### src/rtl/tmr_mon_pkg.sv
// Shared types and helpers for the TMR error monitor.
// Holds the readout FSM encoding and the event record.
package tmr_mon_pkg;

  function automatic int clog2(input int n);
    int r;
    r = 0;
    for (int v = n - 1; v > 0; v = v >> 1) r++;
    return (r < 1) ? 1 : r;
  endfunction

  localparam int NSRC_DEF  = 11;
  localparam int CNT_W_DEF = 16;
  localparam int IDX_W_DEF = clog2(NSRC_DEF);

  typedef enum logic {
    IDLE    = 1'b0,
    PRESENT = 1'b1
  } state_t;

  typedef struct packed {
    logic [IDX_W_DEF-1:0] src;
    logic [CNT_W_DEF-1:0] cnt;
  } evt_t;

endpackage

### src/rtl/rr_arbiter.sv
// Combinational round-robin pick: first request at or above ptr,
// wrapping modulo NSRC. The pointer register lives in the parent.
module rr_arbiter
  import tmr_mon_pkg::*;
#(
  parameter int NSRC  = 11,
  parameter int IDX_W = clog2(NSRC)
) (
  input  logic [NSRC-1:0]  req,
  input  logic [IDX_W-1:0] ptr,
  output logic [NSRC-1:0]  gnt,
  output logic [IDX_W-1:0] idx,
  output logic             found
);

  function automatic logic [IDX_W-1:0] rot(
    input logic [IDX_W-1:0] p,
    input int               off
  );
    int s;
    s = int'(p) + off;
    if (s >= NSRC) s = s - NSRC;
    return s[IDX_W-1:0];
  endfunction

  logic [IDX_W-1:0] k;

  always_comb begin
    gnt   = '0;
    idx   = '0;
    found = 1'b0;
    k     = '0;
    for (int i = 0; i < NSRC; i++) begin
      k = rot(ptr, i);
      if (!found && req[k]) begin
        found  = 1'b1;
        idx    = k;
        gnt[k] = 1'b1;
      end
    end
  end

endmodule

### src/rtl/tmr_error_collector.sv
// Collects tmrError rising edges, keeps sticky/pending state and
// a saturating count, and streams one event at a time to readout.
// tmrg do_not_triplicate tmr_error_collector
module tmr_error_collector
  import tmr_mon_pkg::*;
#(
  parameter int NSRC  = 11,
  parameter int CNT_W = 16,
  parameter int IDX_W = clog2(NSRC)
) (
  input  logic             clk,
  input  logic             rst,
  input  logic [NSRC-1:0]  err_i,
  input  logic             clear_i,
  output logic             evt_valid_o,
  input  logic             evt_ready_i,
  output logic [IDX_W-1:0] evt_src_o,
  output logic [CNT_W-1:0] evt_cnt_o,
  output logic [NSRC-1:0]  sticky_o,
  output logic [CNT_W-1:0] total_cnt_o,
  output logic             any_err_o,
  output logic             lost_o
);

  localparam logic [CNT_W-1:0] CNT_MAX = '1;

  state_t           state, state_nxt;
  logic [NSRC-1:0]  err_d, rise;
  logic [NSRC-1:0]  pending, pend_nxt;
  logic [NSRC-1:0]  evt_oh, acc_mask;
  logic [NSRC-1:0]  gnt;
  logic [IDX_W-1:0] ptr, ptr_nxt, gnt_idx;
  logic [CNT_W-1:0] cnt_nxt;
  logic             gnt_vld, accept, load, lost_set;

  rr_arbiter #(
    .NSRC  (NSRC),
    .IDX_W (IDX_W)
  ) u_arb (
    .req   (pending),
    .ptr   (ptr),
    .gnt   (gnt),
    .idx   (gnt_idx),
    .found (gnt_vld)
  );

  assign rise     = err_i & ~err_d;
  // A clear in the handshake cycle discards the event instead
  assign accept   = evt_valid_o & evt_ready_i & ~clear_i;
  assign acc_mask = accept ? evt_oh : '0;
  assign lost_set = |(rise & pending & ~acc_mask);
  assign ptr_nxt  = (evt_src_o == IDX_W'(NSRC - 1)) ?
                    '0 : evt_src_o + 1'b1;

  always_comb begin
    pend_nxt = (pending & ~acc_mask) | rise;
    cnt_nxt  = total_cnt_o;
    if (clear_i) begin
      pend_nxt = rise;
      cnt_nxt  = (|rise) ? CNT_W'(1) : '0;
    end else if ((|rise) && (total_cnt_o != CNT_MAX)) begin
      cnt_nxt = total_cnt_o + 1'b1;
    end
  end

  always_comb begin
    state_nxt = state;
    load      = 1'b0;
    unique case (state)
      IDLE: begin
        if (gnt_vld) begin
          state_nxt = PRESENT;
          load      = 1'b1;
        end
      end
      PRESENT: begin
        if (accept) state_nxt = IDLE;
      end
      default: state_nxt = IDLE;
    endcase
    if (clear_i) begin
      state_nxt = IDLE;
      load      = 1'b0;
    end
  end

  always_ff @(posedge clk) begin
    if (rst) begin
      state       <= IDLE;
      err_d       <= '0;
      pending     <= '0;
      ptr         <= '0;
      evt_oh      <= '0;
      evt_valid_o <= 1'b0;
      evt_src_o   <= '0;
      evt_cnt_o   <= '0;
      sticky_o    <= '0;
      total_cnt_o <= '0;
      any_err_o   <= 1'b0;
      lost_o      <= 1'b0;
    end else begin
      state       <= state_nxt;
      err_d       <= err_i;
      pending     <= pend_nxt;
      evt_valid_o <= (state_nxt == PRESENT);
      total_cnt_o <= cnt_nxt;
      any_err_o   <= |err_i;
      sticky_o    <= clear_i ? rise : (sticky_o | rise);
      lost_o      <= clear_i ? 1'b0 : (lost_o | lost_set);
      if (load) begin
        evt_src_o <= gnt_idx;
        evt_cnt_o <= cnt_nxt;
        evt_oh    <= gnt;
      end
      if (accept) ptr <= ptr_nxt;
    end
  end

endmodule
### config.mk
export PLATFORM = sky130hd
export DESIGN_NAME = tmr_error_collector
export DESIGN_NICKNAME = d
export VERILOG_FILES = /design/src/rtl/tmr_mon_pkg.sv /design/src/rtl/rr_arbiter.sv /design/src/rtl/tmr_error_collector.sv
export SDC_FILE = /design/constraint.sdc
export NUM_CORES = 1
export LEC_CHECK = 0
export BUFFER_PORTS_ARGS = -buffer_cell sky130_fd_sc_hd__buf_2
export CORE_UTILIZATION = 30
export DETAILED_ROUTE_END_ITERATION = 8
export PLACE_DENSITY_LB_ADDON = 0.2
export SYNTH_ARGS = -nofsm -noshare
export SYNTH_HDL_FRONTEND = slang
export SYNTH_SLANG_ARGS = --single-unit
export TNS_END_PERCENT = 10
### constraint.sdc
create_clock -name clk -period 6.16 [get_ports clk]
set_input_delay 0.308 -clock clk [delete_from_list [all_inputs] [get_ports clk]]
set_output_delay 0.308 -clock clk [all_outputs]
set_load 0.02 [all_outputs]
==> Word level (Yosys, flattened, before mapping) <==
Index checks and enable logic that the tools add are counted.
{ "totals": {"latch_bits": 0, "n_memories": 0, "ram_bits": 0, "in_bits": 15, "register_bits": 87, "rom_bits": 0, "output_inout_bits": 50} }
{ "op_classes": {"n_eq_ne": 2, "add_sub_neg": 23, "bitwise_logic": 23, "n_reduce_logical": 36, "order_cmp": 33, "shifts": 0, "muxes": 100, "mul": 0, "div_mod_pow": 0} }
{ "op_table": {"columns": ["op", "count"], "rows": [
  ["$mux 11", 14],
  ["$or 11x11->11", 12],
  ["$mux 4", 23],
  ["$lt 4x5->1 const B", 11],
  ["$ge 5x4->1 const B", 10],
  ["$and 11x11->11", 4],
  ["$bmux 1 s4", 11],
  ["$demux 1 s4", 11],
  ["$ge 4x1->1 const B", 11],
  ["$sub 4x4->4 const B", 11],
  ["$mux 1", 38],
  ["$reduce_or 11->1", 3],
  ["$mux 16", 2],
  ["$logic_and 1x1->1", 22],
  ["$not 11->11", 2],
  ["$add 4x3->5 const B", 4],
  ["$add 16x1->16 const B", 1],
  ["$ne 16x16->1 const B", 1],
  ["$add 4x4->5 const B", 3],
  ["$add 4x2->5 const B", 2],
  ["$logic_not 1->1", 10],
  ["$add 4x1->5 const B", 1],
  ["$add 4x1->4 const B", 1],
  ["$eq 4x4->1 const B", 1],
  ["6 further kinds", 8]
]} }

==> Longest topological paths before layout <==
Gate-level depths: netlist of run 1.
{ "depth": {"ltp_word": 38, "depth_mapped": 23, "mapped_depth_nobuf": 13} }

==> By module <==
From an unflattened synthesis of run 1, not the netlist that was laid out.
{ "unflattened": {"hier_cells": 1326, "hier_area_um2": 9645.5} }
{ "modules_own_cells": {"columns": ["mod", "seq_area_each_um2", "area_per_inst_um2", "cells_each", "n_inst"], "rows": [
  ["rr_arbiter", 0.0, 6137.1, 918, 1],
  ["tmr_error_collector", 1741.7, 3508.4, 408, 1]
]} }

==> Worst setup path after synthesis of run 1 <==
OpenSTA, ideal clock, no wires.
{ "synth_timing": {"path_type": "reg2reg", "from": "register ptr[0]", "to": "register evt_oh[8]", "setup_ps": 122, "path_stages_with_launch": 21, "t_arrival_ps": 4613, "slack_ps": 1425, "path_cell_list": "dfxtp_1 -> buf_2 -> buf_4 -> inv_2 -> clkbuf_1 -> buf_2 -> ha_1 -> buf_2 -> nor2b_1 -> buf_2 -> a211oi_1 -> nor2_1 -> xnor2_1 -> nor2_1 -> a32oi_1 -> a21oi_1 -> buf_2 -> nand3_1 -> o22ai_1 -> or4_1 -> o311a_1"} }
{ "synth_via": {"elab_chain_cells": 38} }
{ "synth_lines": {"columns": ["element", "line", "source"], "rows": [
  ["start: declaration", "tmr_error_collector.sv:32", "logic [IDX_W-1:0] ptr, ptr_nxt, gnt_idx;"],
  ["start signal: assignment", "tmr_error_collector.sv:115", "if (accept) ptr <= ptr_nxt;"],
  ["branches (longest 38 deep; another with $add 4x1->5)", null, null],
  ["end signal: assignment", "tmr_error_collector.sv:113", "evt_oh <= gnt;"],
  ["end: declaration", "tmr_error_collector.sv:30", "logic [NSRC-1:0] evt_oh, acc_mask;"]
]} }
Several ways; the timed one is not identified. The select of a mux whose other input is x is not followed.
A chain may end at the register's enable or synchronous reset.

==> Worst setup path in the final report of run 1 <==
Same ends and word-level chain as after synthesis.

==> PnR_summary.wiki, run 1 <==
{| class="wikitable"
! Metric !! Value
|-
| Flip-flop cell with the highest count after synthesis || sky130_fd_sc_hd__dfxtp_1
|-
| Post-Route WL || 44420 um
|-
| Deepest clock path buffer count || 2
|-
| Number of buffers created by CTS || 9
|-
| Placement Rows || 64
|-
| Count of input and output buffers || 64
|-
| Avg Inst Size Synth || 7.142 um^2
|-
| Final sum of negative setup slack || 0 ps
|-
| Net switching share of the total power || 43.76%
|-
| Portion of total power attributed to sequential cells || 31.5%
|-
| Vert. Die Dim || 178.1 um
|-
| Total I/O pin count || 65
|-
| Final std cell area, no fill || 10340 um^2
|-
| Final antenna-violating net count || 0
|-
| Residual overflow from global routing || 0
|-
| Net count of the mapped netlist || 1333
|-
| Post-placement cell area || 10060 um^2
|-
| First-pass DRT Iterations || 6
|-
| Startpoint type of the worst setup path || flop
|-
| Antenna fix cells || 0
|-
| Worst setup slack after layout || 371.8 ps
|-
| Post-route non-filler standard cell count || 1722
|-
| Largest driver fanout on the critical path || 52
|-
| Net load switching power || 920.5 uW
|-
| Share of the yosys chip area belonging to registers || 18.73%
|-
| Peak clock frequency supported by timing || 172.8 MHz
|-
| Worst path arrival time || 6020 ps
|-
| Core ar. || 30510 um^2
|-
| Number of violations reported at the end of detailed-routing iteration 0 || 1425
|-
| CTS tree || done
|-
| Synthesis-stage register bit count || 87
|-
| Clock input transition at the sequential cells of the worst setup and hold paths || 70 ps
|-
| Post-DR vias/cell || 6.402
|-
| Nets@finish || 1352
|-
| Class of the most critical hold timing path || input port to flop
|-
| Hold-fix buffers, CTS || 0
|-
| Area delta synth->final || 11.24%
|-
| Synthesized instance count || 1302
|-
| Wirelength per Cell || 25.79 um
|-
| Post-cts repair resize count || 0
|-
| Peak supply drop || 0.0001659 V
|-
| Minimum clock period after layout || 5788 ps
|-
| Synth area leader || sky130_fd_sc_hd__dfxtp_1
|-
| Number of failing hold endpoints at the final stage || 0
|-
| Clock power frac || 25.2%
|-
| Maximum number of pins on one net before global-route repair || 70
|-
| Worst slack at placement || 615.7 ps
|-
| Outcome || finished clean
|-
| Antenna violations before repair || 0
|-
| Post-CTS setup-driven buffer insertion count || 0
|-
| Number of pins exceeding their max-slew limit in the final report || 0
|-
| Required time of the worst setup path || 6390 ps
|-
| Root Buffer || sky130_fd_sc_hd__clkbuf_16
|-
| Number of unique standard cell types used by synthesis || 93
|-
| Setup crit end kind || flop
|-
| Fraction of registers with async set or reset after synthesis || 0%
|-
| Largest cells by area after synthesis || sky130_fd_sc_hd__dfxtp_1, sky130_fd_sc_hd__nor2_1, sky130_fd_sc_hd__nand2_1
|-
| Power per cell area || 203.4 nW/um^2
|-
| Routability congestion estimate || 1.018
|-
| Least-Margin Pin Slew || 1182 ps
|-
| Cell area after technology mapping || 9299 um^2
|-
| Unrepaired setup endpoints after global routing || false
|-
| Number of instances in the placed design || 1706
|-
| Combinational group share of total power || 43.4%
|-
| Number of DRC violations after detailed routing || 0
|-
| Fraction of layout cells with a size suffix above 1 || 14.03%
|-
| Internal power || 1.183 mW
|-
| Number of vias in the routed layout || 11030
|-
| Detailed-placement wirelength estimate || 33760 um
|-
| Number of H-tree levels || 3
|-
| Max_slew headroom || 20.36%
|-
| Die Wd || 178.1 um
|-
| Setup-violating endpoint count in the final report || 0
|-
| Area share of the largest cell type after synthesis || 18.73%
|-
| First-pass GRT wire length || 66570 um
|-
| Static power due to leakage || 3.703 nW
|-
| Count of flip-flops with a built-in enable after synthesis || 0
|-
| Final setup skew || 10.53 ps
|-
| Skew-Pair Late Insertion Delay || 340 ps
|-
| Max-cap violations || 0
|-
| Share of the clock period used by the worst path after layout || 93.96%
|-
| Synth warnings || 0
|-
| Clock sink count || 87
|-
| Effective utilization at floorplan || 30.48%
|-
| Total Die Area || 31700 um^2
|-
| Number of global-route vias before repair || 10310
|-
| Global router's overall resource usage || 27.97%
|-
| Path type of the worst setup path || flop to flop
|}
[sequential cells by signal, indices dropped and copies added, names as in the netlist]
register and cells:
evt_src_o 4, evt_cnt_o 16, err_d 11, state 1
pending 11, ptr 4, total_cnt_o 16, sticky_o 11
any_err_o 1, evt_oh 11, lost_o 1
[logic make-up after synthesis]
| family | count (synthesis) | share of synthesized area (%) |
|---|---|---|
| simple gates | 540 | 28.90 |
| compound gates | 431 | 33.41 |
| buf+inv | 132 | 5.961 |
| flops | 87 | 18.73 |
| mux | 53 | 6.405 |
| xor+xnor | 43 | 4.440 |
| fa+ha+maj | 16 | 2.153 |
[path summary, 6_finish.rpt]
kind,start,cells past startpoint,slack [ps],end
setup / recovery,ptr[0]$_SDFFE_PP0P_,15,370,evt_oh[8]$_SDFFE_PP0P_
hold / removal,err_i[4],2,210,err_d[4]$_SDFF_PP0_
setup reg to reg,ptr[0]$_SDFFE_PP0P_,15,370,evt_oh[8]$_SDFFE_PP0P_
hold reg to reg,sticky_o[4]$_SDFF_PP0_,2,470,sticky_o[4]$_SDFF_PP0_
[synth_stat cells (11+ instances only)]
cell,count
sky130_fd_sc_hd__nand4_1,22
sky130_fd_sc_hd__nor4_1,17
sky130_fd_sc_hd__o31ai_1,11
sky130_fd_sc_hd__o22ai_1,29
sky130_fd_sc_hd__or2_2,11
sky130_fd_sc_hd__dfxtp_1,87
sky130_fd_sc_hd__mux2i_1,37
sky130_fd_sc_hd__nor2b_1,27
sky130_fd_sc_hd__o21a_1,18
sky130_fd_sc_hd__a21oi_1,73
sky130_fd_sc_hd__mux2_2,12
sky130_fd_sc_hd__xnor2_1,27
sky130_fd_sc_hd__o21ai_0,59
sky130_fd_sc_hd__nand3_1,50
sky130_fd_sc_hd__clkbuf_1,57
sky130_fd_sc_hd__ha_1,16
sky130_fd_sc_hd__nor3_1,49
sky130_fd_sc_hd__o211ai_1,18
sky130_fd_sc_hd__a32oi_1,11
sky130_fd_sc_hd__nand2_1,124
sky130_fd_sc_hd__nor2_1,143
sky130_fd_sc_hd__a211oi_1,22
sky130_fd_sc_hd__a31oi_1,19
sky130_fd_sc_hd__buf_2,38
sky130_fd_sc_hd__nand2b_1,34
sky130_fd_sc_hd__xor2_1,12
sky130_fd_sc_hd__o2111ai_1,13
sky130_fd_sc_hd__a22oi_1,18
sky130_fd_sc_hd__inv_1,23
[per-layer routing]
layer | GRT usage (%) | routed length (um) | part of all wire, %
met5 | 0 | 0 | 0
met4 | 15.17 | 2523 | 5.7
met3 | 4.433 | 3712 | 8.4
met2 | 44.05 | 19750 | 44
met1 | 36.39 | 18430 | 41
[per-stage QoR]
stage / util, % / total power [mW] / hold slack (ps)
4_1_cts: 33.90 / 2.086 / 206.7
3_3_place_gp: 32.98 / 1.568 / 457.4
5_1_grt: 33.90 / 2.190 / 221.2
2_1_floorplan: - / 1.241 / 436.2
6_report: 33.90 / 2.103 / 212.6
3_5_place_dp: 32.98 / 1.552 / 464.1
[layout by cell type, fill, tap and decap left out, drive strengths merged, types with 10 or more instances in the layout]
cell type / synthesis / layout
and2: 11 / 11
clkbuf: 57 / 10
o2111ai: 13 / 13
a21o: 10 / 10
ha: 16 / 16
nand3: 51 / 51
o21ai: 63 / 63
nand2: 124 / 124
a22oi: 18 / 18
o211ai: 18 / 18
inv: 25 / 28
a211oi: 26 / 26
xor2: 13 / 13
a221oi: 10 / 10
mux2i: 37 / 37
nand2b: 34 / 34
o221ai: 10 / 10
buf: 47 / 112
a31oi: 19 / 19
nand4: 22 / 22
o21a: 18 / 18
a32oi: 11 / 11
o31ai: 11 / 11
or2: 12 / 12
nor2b: 27 / 27
xnor2: 29 / 29
mux2: 12 / 12
nor3: 49 / 49
nor4: 20 / 20
a21oi: 78 / 78
dfxtp: 87 / 87
o22ai: 29 / 29
nor2: 143 / 143
[worst max-delay path: stages, from the launching register on]
cell and delay [ps]:
sky130_fd_sc_hd__dfxtp_4 710, sky130_fd_sc_hd__inv_2 200, sky130_fd_sc_hd__ha_2 550, sky130_fd_sc_hd__nor2b_1 560
sky130_fd_sc_hd__buf_4 330, sky130_fd_sc_hd__a211oi_1 90, sky130_fd_sc_hd__a221oi_1 720, sky130_fd_sc_hd__o21ai_0 160
sky130_fd_sc_hd__a31oi_1 280, sky130_fd_sc_hd__a211o_1 270, sky130_fd_sc_hd__or4_4 220, sky130_fd_sc_hd__nor4_2 80
sky130_fd_sc_hd__nor3_2 540, sky130_fd_sc_hd__buf_12 330, sky130_fd_sc_hd__a21bo_2 260, sky130_fd_sc_hd__o311a_1 330
[power by group through the flow]
stage,logic (mW),clock network (mW),registers (mW)
global route,0.959,0.566,0.665
detailed placement,0.878,0,0.673
global placement,0.893,0,0.675
floorplan,0.579,0,0.662
CTS,0.883,0.542,0.661
finish,0.912,0.529,0.662
[cell type report]
cell class,count,area (um^2)
Fill cell,3283,20170
Multi-Input combinational cell,1083,7010
Sequential cell,87,1745
Timing Repair Buffer,112,705.7
Tap cell,396,495.5
Clock buffer,10,229.0
Inverter,28,105.1
Clock inverter,6,52.55
Note: power is estimated with default switching activity, not from simulation.
==> inputs of run 2 (changes only) <==
--- a/config.mk
+++ b/config.mk
@@ -7,6 +7,7 @@
 export LEC_CHECK = 0
 export BUFFER_PORTS_ARGS = -buffer_cell sky130_fd_sc_hd__buf_2
 export CORE_UTILIZATION = 30
+export CTS_BUF_LIST = sky130_fd_sc_hd__clkbuf_16
 export DETAILED_ROUTE_END_ITERATION = 8
 export PLACE_DENSITY_LB_ADDON = 0.2
 export SYNTH_ARGS = -nofsm -noshare
==> constraint.sdc (replaced) <==
create_clock -name clk -period 6.16 [get_ports clk]
set_input_delay 0.616 -clock clk [delete_from_list [all_inputs] [get_ports clk]]
set_output_delay 0.616 -clock clk [all_outputs]
set_load 0.02 [all_outputs]
==> PnR_summary.wiki, run 2 (synthesis gave the netlist of run 1 again) <==
{| class="wikitable"
! Metric !! Value
|-
| Class of the most critical hold timing path || flop to flop (was input port to flop)
|-
| Outcome || finished clean (unchanged)
|-
| Largest driver fanout on the critical path || 52 (unchanged)
|-
| Max_slew headroom || 21.34% (was 20.36%)
|-
| Post-route non-filler standard cell count || 1722 (unchanged)
|-
| Most common library cell in the layout ignoring fill and taps || sky130_fd_sc_hd__nor2_1 (unchanged)
|-
| Total of fill cells in the finished design || 3303 (was 3283)
|-
| Antenna violations before repair || 0 (unchanged)
|-
| Most used cells in the layout excluding fill and tap cells || sky130_fd_sc_hd__nor2_1, sky130_fd_sc_hd__nand2_1, sky130_fd_sc_hd__dfxtp_1 (unchanged)
|-
| Number of violations reported at the end of detailed-routing iteration 0 || 1202 (was 1425)
|-
| Clock sink count || 87 (unchanged)
|-
| Detailed-placement wirelength estimate || 34090 um (was 33760 um)
|-
| Number of failing hold endpoints at the final stage || 0 (unchanged)
|-
| Clock input transition at the sequential cells of the worst setup and hold paths || 80 ps (was 70 ps)
|-
| Post-CTS setup-driven buffer insertion count || 0 (unchanged)
|-
| First-pass DRT Iterations || 5 (was 6)
|-
| Maximum number of pins on one net before global-route repair || 62 (was 70)
|-
| Unrepaired setup endpoints after global routing || false (unchanged)
|-
| Peak clock frequency supported by timing || 170.8 MHz (was 172.8 MHz)
|-
| Worst setup slack after layout || 304.4 ps (was 371.8 ps)
|-
| Post-cts repair resize count || 0 (unchanged)
|-
| Number of DRC violations after detailed routing || 0 (unchanged)
|-
| Number of vias in the routed layout || 11040 (was 11030)
|-
| Worst R2R End || evt_oh[8]$_SDFFE_PP0P_ (unchanged)
|-
| Post-Route WL || 44960 um (was 44420 um)
|-
| Worst-path cell with the longest stage delay || sky130_fd_sc_hd__a221oi_1 (unchanged)
|-
| Hold-fix buffers, CTS || 0 (unchanged)
|-
| Wirelength per Cell || 26.11 um (was 25.79 um)
|-
| Worst path arrival time || 6100 ps (was 6020 ps)
|-
| Vert. Die Dim || 178.1 um (unchanged)
|-
| Worst hold slack || 478.1 ps (was 212.6 ps)
|-
| Least-Margin Pin Slew || 1176 ps (was 1182 ps)
|-
| Startpoint of the most critical hold path || sticky_o[10]$_SDFF_PP0_ (was err_i[4])
|-
| Final sum of negative setup slack || 0 ps (unchanged)
|-
| Setup crit end kind || flop (unchanged)
|-
| Peak supply drop || 0.0001909 V (was 0.0001659 V)
|-
| Nets@finish || 1352 (unchanged)
|-
| Number of H-tree levels || 3 (unchanged)
|-
| Path type of the worst setup path || flop to flop (unchanged)
|-
| Power per cell area || 211.3 nW/um^2 (was 203.4 nW/um^2)
|-
| Global router's overall resource usage || 28.33% (was 27.97%)
|-
| Startpoint of the worst register-to-register path || ptr[2]$_SDFFE_PP0P_ (was ptr[0]$_SDFFE_PP0P_)
|-
| Setup-violating endpoint count in the final report || 0 (unchanged)
|-
| Deepest clock path buffer count || 2 (unchanged)
|-
| Top Registers || evt_cnt_o: 16 flops, total_cnt_o: 16 flops (unchanged)
|-
| Post-DR vias/cell || 6.412 (was 6.402)
|-
| First-pass GRT wire length || 67480 um (was 66570 um)
|-
| Residual overflow from global routing || 0 (unchanged)
|-
| Cell breakdown of the critical path || inv_1 -> ha_1 -> a21oi_1 -> nand2_1 -> a221oi_1 -> o32a_1 -> or2_2 -> nor4_2 -> nor3_2 -> buf_12 -> a21bo_2 -> o311a_1 (was inv_2 -> ha_2 -> nor2b_1 -> buf_4 -> a211oi_1 -> a221oi_1 -> o21ai_0 -> a31oi_1 -> a211o_1 -> or4_4 -> nor4_2 -> nor3_2 -> buf_12 -> a21bo_2 -> o311a_1)
|-
| Share of the clock period used by the worst path after layout || 95.06% (was 93.96%)
|-
| Setup slack, reg-to-reg || 300 ps (was 370 ps)
|-
| Total I/O pin count || 65 (unchanged)
|-
| Skew-Pair Late Insertion Delay || 350 ps (was 340 ps)
|-
| Area of the multi-input gates || 7010 um^2 (unchanged)
|-
| Number of buffers created by CTS || 9 (unchanged)
|-
| Hold Crit Depth || 2 (unchanged)
|-
| Storage cell area || 1745 um^2 (unchanged)
|-
| Final setup skew || 15.78 ps (was 10.53 ps)
|-
| Startpoint type of the worst setup path || flop (unchanged)
|-
| Placement Rows || 64 (unchanged)
|-
| Routability congestion estimate || 1.007 (was 1.018)
|-
| CTS tree || done (unchanged)
|-
| Minimum clock period after layout || 5856 ps (was 5788 ps)
|-
| Slowest stage delay, CP || 1000 ps (was 720 ps)
|-
| Number of global-route vias before repair || 10390 (was 10310)
|-
| Die Wd || 178.1 um (unchanged)
|-
| Root Buffer || sky130_fd_sc_hd__clkbuf_16 (unchanged)
|-
| Antenna fix cells || 0 (unchanged)
|-
| Static power due to leakage || 3.728 nW (was 3.703 nW)
|-
| Number of instances in the placed design || 1706 (unchanged)
|-
| Number of pins exceeding their max-slew limit in the final report || 0 (unchanged)
|-
| Max-cap violations || 0 (unchanged)
|-
| Fraction of layout cells with a size suffix above 1 || 14.10% (was 14.03%)
|-
| Effective utilization at floorplan || 30.48% (unchanged)
|-
| Area delta synth->final || 11.73% (was 11.24%)
|-
| Overall Power || 2.195 mW (was 2.103 mW)
|-
| Endpoint, Worst Hold || sticky_o[10]$_SDFF_PP0_ (was err_d[4]$_SDFF_PP0_)
|-
| Depth of the worst register-to-register path || 12 (was 15)
|-
| Worst slack at placement || 617.8 ps (was 615.7 ps)
|-
| Count of input and output buffers || 64 (unchanged)
|-
| Required time of the worst setup path || 6400 ps (was 6390 ps)
|-
| Final antenna-violating net count || 0 (unchanged)
|-
| Total Die Area || 31700 um^2 (unchanged)
|-
| Core ar. || 30510 um^2 (unchanged)
|}
-- run 2: cell types whose count changed in the layout (fill, tap and decap cells not counted), sizes merged --
cell      previous run  this run
bufinv               0         2
clkbuf              10         9
clkinvlp             1         0
-- run 2: critical path, delay by kind of cell, from the launching register on --
kind | cells | cell delay (ps)
fa+ha+maj | 1 | 580
buf+inv | 2 | 590
simple gates | 4 | 1560
flops | 1 | 400
compound gates | 5 | 2580
-- run 2: area by class of cell --
type	count	area share [%]
inverter	28	1.012
multi-input combinational	1083	67.47
clock inverter	7	0.9875
tap	396	4.769
clock buffer	9	2.168
timing repair buffer	112	6.792
sequential	87	16.80
-- run 2: worst max-delay path by stage --
stage	startpoint	end	slack, ps	cells past startpoint
global placement	ptr[2]$_SDFFE_PP0P_	evt_oh[8]$_SDFFE_PP0P_	620	12
floorplan	ptr[0]$_SDFFE_PP0P_	evt_oh[8]$_SDFFE_PP0P_	1420	20
detailed placement	ptr[0]$_SDFFE_PP0P_	evt_oh[8]$_SDFFE_PP0P_	620	15
finish	ptr[2]$_SDFFE_PP0P_	evt_oh[8]$_SDFFE_PP0P_	300	12
CTS	ptr[0]$_SDFFE_PP0P_	evt_oh[8]$_SDFFE_PP0P_	580	15
global route	ptr[0]$_SDFFE_PP0P_	evt_oh[8]$_SDFFE_PP0P_	170	15
-- run 2: metal layers --
| metal | vias to the layer above | track usage [%] | share of wire (%) | routed length (um) |
|---|---|---|---|---|
| li1 | 4981 | - | - | - |
| met1 | 5300 | 36.40 | 42 | 18790 |
| met2 | 629 | 44.24 | 45 | 20070 |
| met3 | 132 | 5.115 | 7.6 | 3411 |
| met4 | 0 | 16.38 | 6.0 | 2695 |
| met5 | - | 0 | 0 | 0 |
-- run 2: report_power, final --
part           total, mW  internal (mW)  switching, mW
registers          0.663          0.601         0.0615
logic              0.916          0.301          0.616
clock network      0.616          0.362          0.254
-- run 2: through the flow --
step	util, %	area [um^2]
after detailed placement	32.98	10060
after global routing	34.06	10390
final	34.06	10390
after global placement	32.98	10060
after floorplan	-	9299
after CTS	34.06	10390
